$ cat config.mk
export PLATFORM = sky130hd
export DESIGN_NAME = hilo_seq_ctrl
export DESIGN_NICKNAME = d
export VERILOG_FILES = /design/src/rtl/hilo_seq_ctrl.sv
export SDC_FILE = /design/constraint.sdc
export NUM_CORES = 1
export LEC_CHECK = 0
export ABC_CLOCK_PERIOD_IN_PS = 3100
export BUFFER_PORTS_ARGS = -buffer_cell sky130_fd_sc_hd__clkbuf_2
export CAP_MARGIN = 20
export CORE_MARGIN = 2
export CORE_UTILIZATION = 50
export CTS_CLUSTER_DIAMETER = 50
export DETAILED_ROUTE_END_ITERATION = 6
export HOLD_SLACK_MARGIN = 0.03
export PLACE_DENSITY = 0.84
export SYNTH_ARGS = -nofsm -noshare
export SYNTH_HDL_FRONTEND = slang
export SYNTH_SLANG_ARGS = --single-unit
export TNS_END_PERCENT = 1
$ cat constraint.sdc
create_clock -name clk -period 3.1 [get_ports clk]
set_input_delay 0.62 -clock clk [delete_from_list [all_inputs] [get_ports clk]]
set_output_delay 0.62 -clock clk [all_outputs]
set_load 0.05 [all_outputs]
$ cat src/rtl/hilo_seq_ctrl.sv
// Sequencer for the shared serial multu/divu HI/LO unit.
// Tracks occupancy and stalls ID-stage HI/LO users while busy.
module hilo_seq_ctrl #(
    parameter int DIV_STEPS = 32,
    parameter int MUL_STEPS = 32,
    parameter int CNT_W     = 6
) (
    input  logic        clk,
    input  logic        rst,
    input  logic [31:0] instr,
    input  logic        id_valid,
    input  logic        flush,
    input  logic        divisor_zero,
    output logic        op_start,
    output logic [1:0]  op_kind,
    output logic        step_en,
    output logic [4:0]  step_idx,
    output logic        hilo_we,
    output logic        busy,
    output logic        stall
);

    typedef enum logic [1:0] {
        IDLE,
        LOAD,
        RUN,
        WRITE
    } state_t;

    localparam logic [CNT_W-1:0] DIV_LAST = CNT_W'(DIV_STEPS - 1);
    localparam logic [CNT_W-1:0] MUL_LAST = CNT_W'(MUL_STEPS - 1);

    state_t           state;
    logic [CNT_W-1:0] cnt;
    logic [CNT_W-1:0] cnt_nx;
    logic             dz_q;

    logic [5:0] opcode;
    logic [5:0] funct;
    logic       id_ok;
    logic       r_type;
    logic       is_div;
    logic       is_mul;
    logic       is_mf;
    logic       accept;
    logic       last;
    logic       unused_instr;

    assign opcode = instr[31:26];
    assign funct  = instr[5:0];
    assign id_ok  = id_valid && !flush;
    assign r_type = (opcode == 6'h00);
    assign is_div = id_ok && r_type && (funct == 6'h1b);
    assign is_mul = id_ok && r_type && (funct == 6'h19);
    assign is_mf  = id_ok && r_type &&
                    ((funct == 6'h10) || (funct == 6'h12));

    // Register fields are irrelevant to sequencing.
    assign unused_instr = ^instr[25:6];

    assign accept = (state == IDLE) && (is_div || is_mul);
    assign cnt_nx = cnt + CNT_W'(1);
    assign last   = op_kind[0] ? (cnt == MUL_LAST)
                               : (cnt == DIV_LAST);

    // HI/LO is unreadable until after the write edge, so WRITE stalls too.
    assign stall = (is_mf || is_div || is_mul) && (state != IDLE);

    // Sequencer FSM; outputs are registered for the state being entered.
    always_ff @(posedge clk or negedge rst) begin
        if (!rst) begin
            state    <= IDLE;
            cnt      <= '0;
            dz_q     <= 1'b0;
            op_start <= 1'b0;
            op_kind  <= 2'b00;
            step_en  <= 1'b0;
            step_idx <= 5'd0;
            hilo_we  <= 1'b0;
            busy     <= 1'b0;
        end else begin
            unique case (state)
                IDLE: begin
                    if (accept) begin
                        state    <= LOAD;
                        op_start <= 1'b1;
                        busy     <= 1'b1;
                        op_kind  <= is_mul ? 2'b01 : 2'b00;
                        dz_q     <= is_div && divisor_zero;
                    end
                end
                LOAD: begin
                    op_start <= 1'b0;
                    cnt      <= '0;
                    if (dz_q) begin
                        state   <= WRITE;
                        hilo_we <= 1'b1;
                    end else begin
                        state    <= RUN;
                        step_en  <= 1'b1;
                        step_idx <= 5'd0;
                    end
                end
                RUN: begin
                    if (last) begin
                        state    <= WRITE;
                        step_en  <= 1'b0;
                        step_idx <= 5'd0;
                        hilo_we  <= 1'b1;
                    end else begin
                        cnt      <= cnt_nx;
                        step_idx <= cnt_nx[4:0];
                    end
                end
                WRITE: begin
                    state   <= IDLE;
                    hilo_we <= 1'b0;
                    busy    <= 1'b0;
                    dz_q    <= 1'b0;
                end
                default: begin
                    state <= IDLE;
                end
            endcase
        end
    end

endmodule
==> qor.yml, run 1 <==
timing:
  fin_setup_tns_ns: 0
  rsz0062_at_grt: "false"
  post-route-period-util_pct: 81.4
  maxSlewViolCount: 0
  hold_viol: 0
  fin_skew_ns: 0.0132
  setup_violations: 0
  fin_crit_ns: 2.52
  max_freq_mhz: 396
drt:
  viasPerCell: 5.83
  drc: 0
  vias: 1014
  dr.pass1.iters: 6
  drt_iter0_markers: 22
  routedWlPerCell_um: 13.5
  routed_wl_mm: 2.35
  postRouteAntennaNets: 0
synthesis:
  postSynthCellCount: 122
  ys.flop_type: "dfrtp_1"
  syn_avg_cell_area_um2: 9.51
  yosysUniqueCellTypes: 38
  postSynthNetCount: 165
  yosysWarnings: 0
  ys_ff_latch: 19
  seq_area_frac_synth_pct: 41.0
  async_flop_share_pct: 100
  synth_edf_count: 0
  synth_area_um2: 1160
grt:
  busiest_layer: "met2"
  met2_usage_pct: 37.1
  use_met1_pct: 23.1
  track_usage_pct: 20.3
  antenna_found_initial: 0
  grt_max_degree: 20
  grt_use_met3_pct: 1.72
  first_global_vias: 956
  grt_pass1_wl_mm: 4.07
  gr-total-overflow: 0
placed_design:
  routabilityCongestion: 0.784
  io_buffers: 27
  place_area_um2: 1310
  hpwlAfterDp_mm: 1.86
clock_network:
  clock_latency_ns: 0.31
  cts_resized: 0
  post_cts_buffers: 0
  cts_hold_buf: 0
  cts_tree: "done"
  h-tree-depth: 1
  clk_pin_slew_ns: 0.11
  numCtsBuffers: 3
  cts-root-buf: "clkbuf_4"
  cts_max_path_buffers: 2
  cts.sinks: 19
final_layout:
  drive_above_1_share_pct: 26.7
  diodes: 0
  area_growth_pct: 14.9
  final_util_pct: 60.2
  final_area_um2: 1330
  nets: 190
worst_setup_path:
  critical_path_class: "in2out"
  end_kind: "output pin"
  path_buf_inv: 2
  slowest_delay_ns: 0.58
  path_depth: 4
  cp_max_fo: 4
  crit_top_cell: "clkbuf_2"
  rr_worst_depth: 5
  crit_family: "simple AND/OR/NAND/NOR gates"
  path_cells: "clkbuf_2 -> or4_4 -> nor4_2 -> clkbuf_2"
  critPathLaunchType: "primary input"
  crit_slowest_cell: "or4_4"
  worst-endpoint-required_ns: 2.48
  critPathArrivalTime_ns: 1.90
power_and_ir_drop:
  power.density_nw_per_um2: 847
  p_total_w: 0.00113
  max-vdd-ir-drop_v: 0.000568
  p_leak_nw: 0.633
job:
  max_cap_violations: 0
die:
  initial_core_util_pct: 52.4
  num_io_pins: 49
  core_um2: 2210
  rows: 17
  fp.dieArea_um2: 2720
  dieHeight_um: 52.2
  die_w_um: 52.2
worst_hold_path:
  min-delay-path-class: "in2async"
outcome:
  status: "completed"
[cell type report]
class | instances | area (um2)
sequential | 19 | 475
tap | 28 | 35.0
multi-input combinational | 90 | 638
inverter | 6 | 22.5
fill | 191 | 880
clock buffer | 4 | 26.3
timing repair buffer | 27 | 135
[cells in the final DEF (no fill, tap or decap), types with 2 or more instances in the layout]
master     n
xnor2_1    3
nand3_1    4
a311oi_1   2
clkbuf_4   3
inv_1      6
dfrtp_1   19
o21ai_1    8
nand2_1   18
xor2_1     2
o31a_1     2
clkbuf_2  27
nor2_1     7
ha_1       6
a21oi_1    7
nand4_1    2
mux2i_1    5
o31ai_1    3
[worst paths after layout]
path	start	to	slack, ns
worst min register to register	step_idx[1]	step_idx[1]	0.49
min in group clk	instr[1]	op_kind[0]	0.48
worst max-delay path	instr[29]	stall	0.58
worst max register to register	state[0]	step_idx[0]	1.25
max in group asynchronous	rst	step_idx[3]	2.52
worst min-delay path	rst	dz_q	0.24
[cell families (layout without fill, tap and decap cells)]
kind of cell	after synthesis	count (layout)	synth area share (%)
AO/OA/AOI/OAI	32	32	19.9
AND/OR/NAND/NOR	40	40	18.4
XOR/XNOR	5	5	3.78
buffers and inverters	13	37	4.53
other	1	1	0.323
adder cells (fa/ha/maj)	6	6	6.47
multiplexers	6	6	5.61
flip-flops	19	19	41.0
[flip-flops by register name, summed over array words and instances, names as in the netlist]
name / flops
op_kind: 1
busy: 1
step_en: 1
state: 2
step_idx: 5
hilo_we: 1
dz_q: 1
op_start: 1
cnt: 6
[stage by stage]
stage               setup slack [ns]  hold slack [ns]  std cells
finish                         0.577            0.245        174
detailed placement             0.585            0.485        170
global placement               0.622            0.460        170
global route                   0.458            0.268        174
floorplan                      0.281            0.324        122
CTS                            0.585            0.256        174
[per-layer routing]
metal / part of all wire, % / wire length, um
met3: 5.1 / 120
met5: 0 / 0
met4: 2.3 / 54
met2: 48 / 1140
met1: 44 / 1040
[power by group]
group / internal, W / switching, W / leakage (nW) / total, W
Sequential: 0.000315 / 0.0000712 / 0.244 / 0.000386
Combinational: 0.000213 / 0.000405 / 0.374 / 0.000618
Clock: 0.0000503 / 0.0000741 / 0.0150 / 0.000124
[cells in the mapped netlist, drive strengths merged, types with 3 or more instances]
cell,n,area share (%)
ha,6,6.5
nor2,7,2.3
o21ai,10,4.6
nand2,19,6.4
dfrtp,19,41
inv,6,1.9
nand3,4,1.7
mux2i,5,4.3
a21oi,7,3.0
xnor2,3,2.3
o31ai,3,1.9
clkbuf,6,1.9
(Power assumes the default switching activity.)
==> run 2: changes to the inputs <==
--- a/config.mk
+++ b/config.mk
@@ -5,15 +5,16 @@
 export SDC_FILE = /design/constraint.sdc
 export NUM_CORES = 1
 export LEC_CHECK = 0
-export ABC_CLOCK_PERIOD_IN_PS = 3100
+export ABC_AREA = 1
+export ABC_CLOCK_PERIOD_IN_PS = 2620
 export BUFFER_PORTS_ARGS = -buffer_cell sky130_fd_sc_hd__clkbuf_2
 export CAP_MARGIN = 20
 export CORE_MARGIN = 2
-export CORE_UTILIZATION = 50
+export CORE_UTILIZATION = 46
 export CTS_CLUSTER_DIAMETER = 50
 export DETAILED_ROUTE_END_ITERATION = 6
 export HOLD_SLACK_MARGIN = 0.03
-export PLACE_DENSITY = 0.84
+export PLACE_DENSITY = 0.79
 export SYNTH_ARGS = -nofsm -noshare
 export SYNTH_HDL_FRONTEND = slang
 export SYNTH_SLANG_ARGS = --single-unit
==> constraint.sdc (replaced) <==
create_clock -name clk -period 2.62 [get_ports clk]
set_input_delay 0.524 -clock clk [delete_from_list [all_inputs] [get_ports clk]]
set_output_delay 0.524 -clock clk [all_outputs]
set_load 0.05 [all_outputs]
==> qor.yml, run 2 <==
outcome:
  status: "completed"
timing:
  maxSlewViolCount: 0
  rsz0062_at_grt: "false"
  fin_setup_tns_ns: 0
  setup_violations: 0
  post-route-period-util_pct: 80.4
  fin_crit_ns: 2.11
  fin_skew_ns: 0.0108
  hold_viol: 0
  max_freq_mhz: 475
  fin_ws_ns: 0.513
placed_design:
  io_buffers: 27
  hpwlAfterDp_mm: 1.68
  pre_cts_ws_ns: 0.583
  routabilityCongestion: 0.832
  placed_cells: 190
power_and_ir_drop:
  p_total_w: 0.00123
  max-vdd-ir-drop_v: 0.000637
  power.density_nw_per_um2: 948
  p_leak_nw: 0.714
synthesis:
  ys.flop_type: "dfrtp_1"
  yosys-top-cells-count: "33 x nand2_1, 19 x dfrtp_1, 17 x inv_1"
  ys_top_cells_by_area: "dfrtp_1 42%, nand2_1 11%, ha_1 6.7%, inv_1 5.7%, nand3_1 4.9%"
  async_flop_share_pct: 100
  postSynthNetCount: 180
  synth_top_area_cell: "dfrtp_1"
  seq_area_frac_synth_pct: 42.2
  synth_most_common_cell: "nand2_1"
  netlist.area_leader.share_pct: 42.2
  ys_ff_latch: 19
  postSynthCellCount: 137
  yosysUniqueCellTypes: 26
  yosysWarnings: 0
  syn_avg_cell_area_um2: 8.23
  synth_edf_count: 0
  synth_area_um2: 1130
clock_network:
  cts_max_path_buffers: 2
  cts_tree: "done"
  cts_hold_buf: 0
  clk_pin_slew_ns: 0.12
  numCtsBuffers: 3
  clock_latency_ns: 0.31
  cts.sinks: 19
  h-tree-depth: 1
  cts_resized: 0
  cts-root-buf: "clkbuf_4"
  post_cts_buffers: 0
drt:
  viasPerCell: 4.86
  routed_wl_mm: 2.14
  routedWlPerCell_um: 11.0
  drt_iter0_markers: 7
  dr.pass1.iters: 4
  postRouteAntennaNets: 0
  vias: 943
  drc: 0
final_layout:
  layout_commonest_cell: "nand2_1"
  nets: 210
  top_regs: "cnt x6, step_idx x5, state x2"
  final_cell_mix: "33 x nand2_1, 27 x clkbuf_2, 19 x dfrtp_1, 17 x inv_1, 12 x nor2_1"
  regMostFlops: "cnt"
  final_cells: 194
  diodes: 0
  largest_reg_flops: 6
  drive_above_1_share_pct: 29.5
  area_growth_pct: 15.3
grt:
  antenna_found_initial: 0
  track_usage_pct: 18.4
  gr-total-overflow: 0
  grt_max_degree: 20
  grt_pass1_wl_mm: 3.70
  first_global_vias: 917
die:
  core_um2: 2250
  fp.dieArea_um2: 2860
  initial_core_util_pct: 50.0
  rows: 17
  num_io_pins: 49
  die_w_um: 53.5
  dieHeight_um: 53.5
worst_setup_path:
  critPathArrivalTime_ns: 1.58
  slowest_delay_ns: 0.42
  critical_path_class: "reg2out"
  worst-endpoint-required_ns: 2.10
  critPathLaunchType: "flop"
  path_cells: "inv_1 -> ha_1 -> inv_1 -> nand2_1 -> inv_1 -> clkbuf_2"
  end_kind: "output pin"
  crit_slowest_cell: "dfrtp_1"
  cp_max_fo: 5
  crit_top_cell: "inv_1"
worst_hold_path:
  min-delay-path-class: "in2async"
job:
  max_cap_violations: 0
==> run 2: final cells by class <==
| class | instances | area [um2] |
|---|---|---|
| inverter | 19 | 71.3 |
| clock buffer | 3 | 22.5 |
| clock inverter | 1 | 5.00 |
| multi-input combinational | 96 | 548 |
| timing repair buffer | 28 | 143 |
| tap | 28 | 35.0 |
| sequential | 19 | 475 |
| fill | 206 | 955 |
==> run 2: per-layer routing <==
metal / global-route usage [%] / up-vias / part of all wire (%) / wire (um)
met1: 18.9 / 427 / 41 / 886
met5: 0 / - / 0 / 0
li1: - / 496 / - / -
met2: 35.6 / 16 / 53 / 1150
met4: 6.41 / 0 / 1.3 / 28
met3: 4.24 / 4 / 3.7 / 80
==> run 2: stage by stage <==
step | utilization, % | cell area [um2] | hold slack [ns]
3_3_place_gp | 56.4 | 1270 | 0.465
2_1_floorplan | - | 1130 | 0.228
5_1_grt | 57.7 | 1300 | 0.173
3_5_place_dp | 56.4 | 1270 | 0.476
6_report | 57.7 | 1300 | 0.145
4_1_cts | 57.7 | 1300 | 0.150
==> run 2: cell families (layout without fill, tap and decap cells) <==
kind of cell / Yosys count / count (layout) / share of synthesized area, %
other: 1 / 1 / 0.333
DFF: 19 / 19 / 42.2
buffers and inverters: 22 / 51 / 9.21
adders and majority gates: 6 / 6 / 6.66
AOI/OAI and AO/OA: 18 / 18 / 11.5
and+or+nand+nor: 71 / 71 / 30.1
==> run 2: power by group <==
part           internal, W  switching [W]
registers         0.000363      0.0000570
logic             0.000204       0.000455
clock network    0.0000571      0.0000961
==> run 2: worst max-delay path, delay by kind of cell (launching register included) <==
family / cells / cell delay [ns]
adders and majority gates: 1 / 0.25
buffers and inverters: 4 / 0.54
DFF: 1 / 0.42
and+or+nand+nor: 1 / 0.06
==> run 2: final timing paths <==
path                         startpoint           to  slack [ns]  cells after the start
setup / recovery               state[0]        stall        0.51                      6
hold / removal                      rst  step_idx[3]        0.15                      1
setup reg to reg               state[0]  step_idx[2]        1.05                      6
hold reg to reg                 hilo_we      hilo_we        0.49                      2
max in group asynchronous           rst     state[1]        2.14                      1
min in group clk           divisor_zero         dz_q        0.46                      3
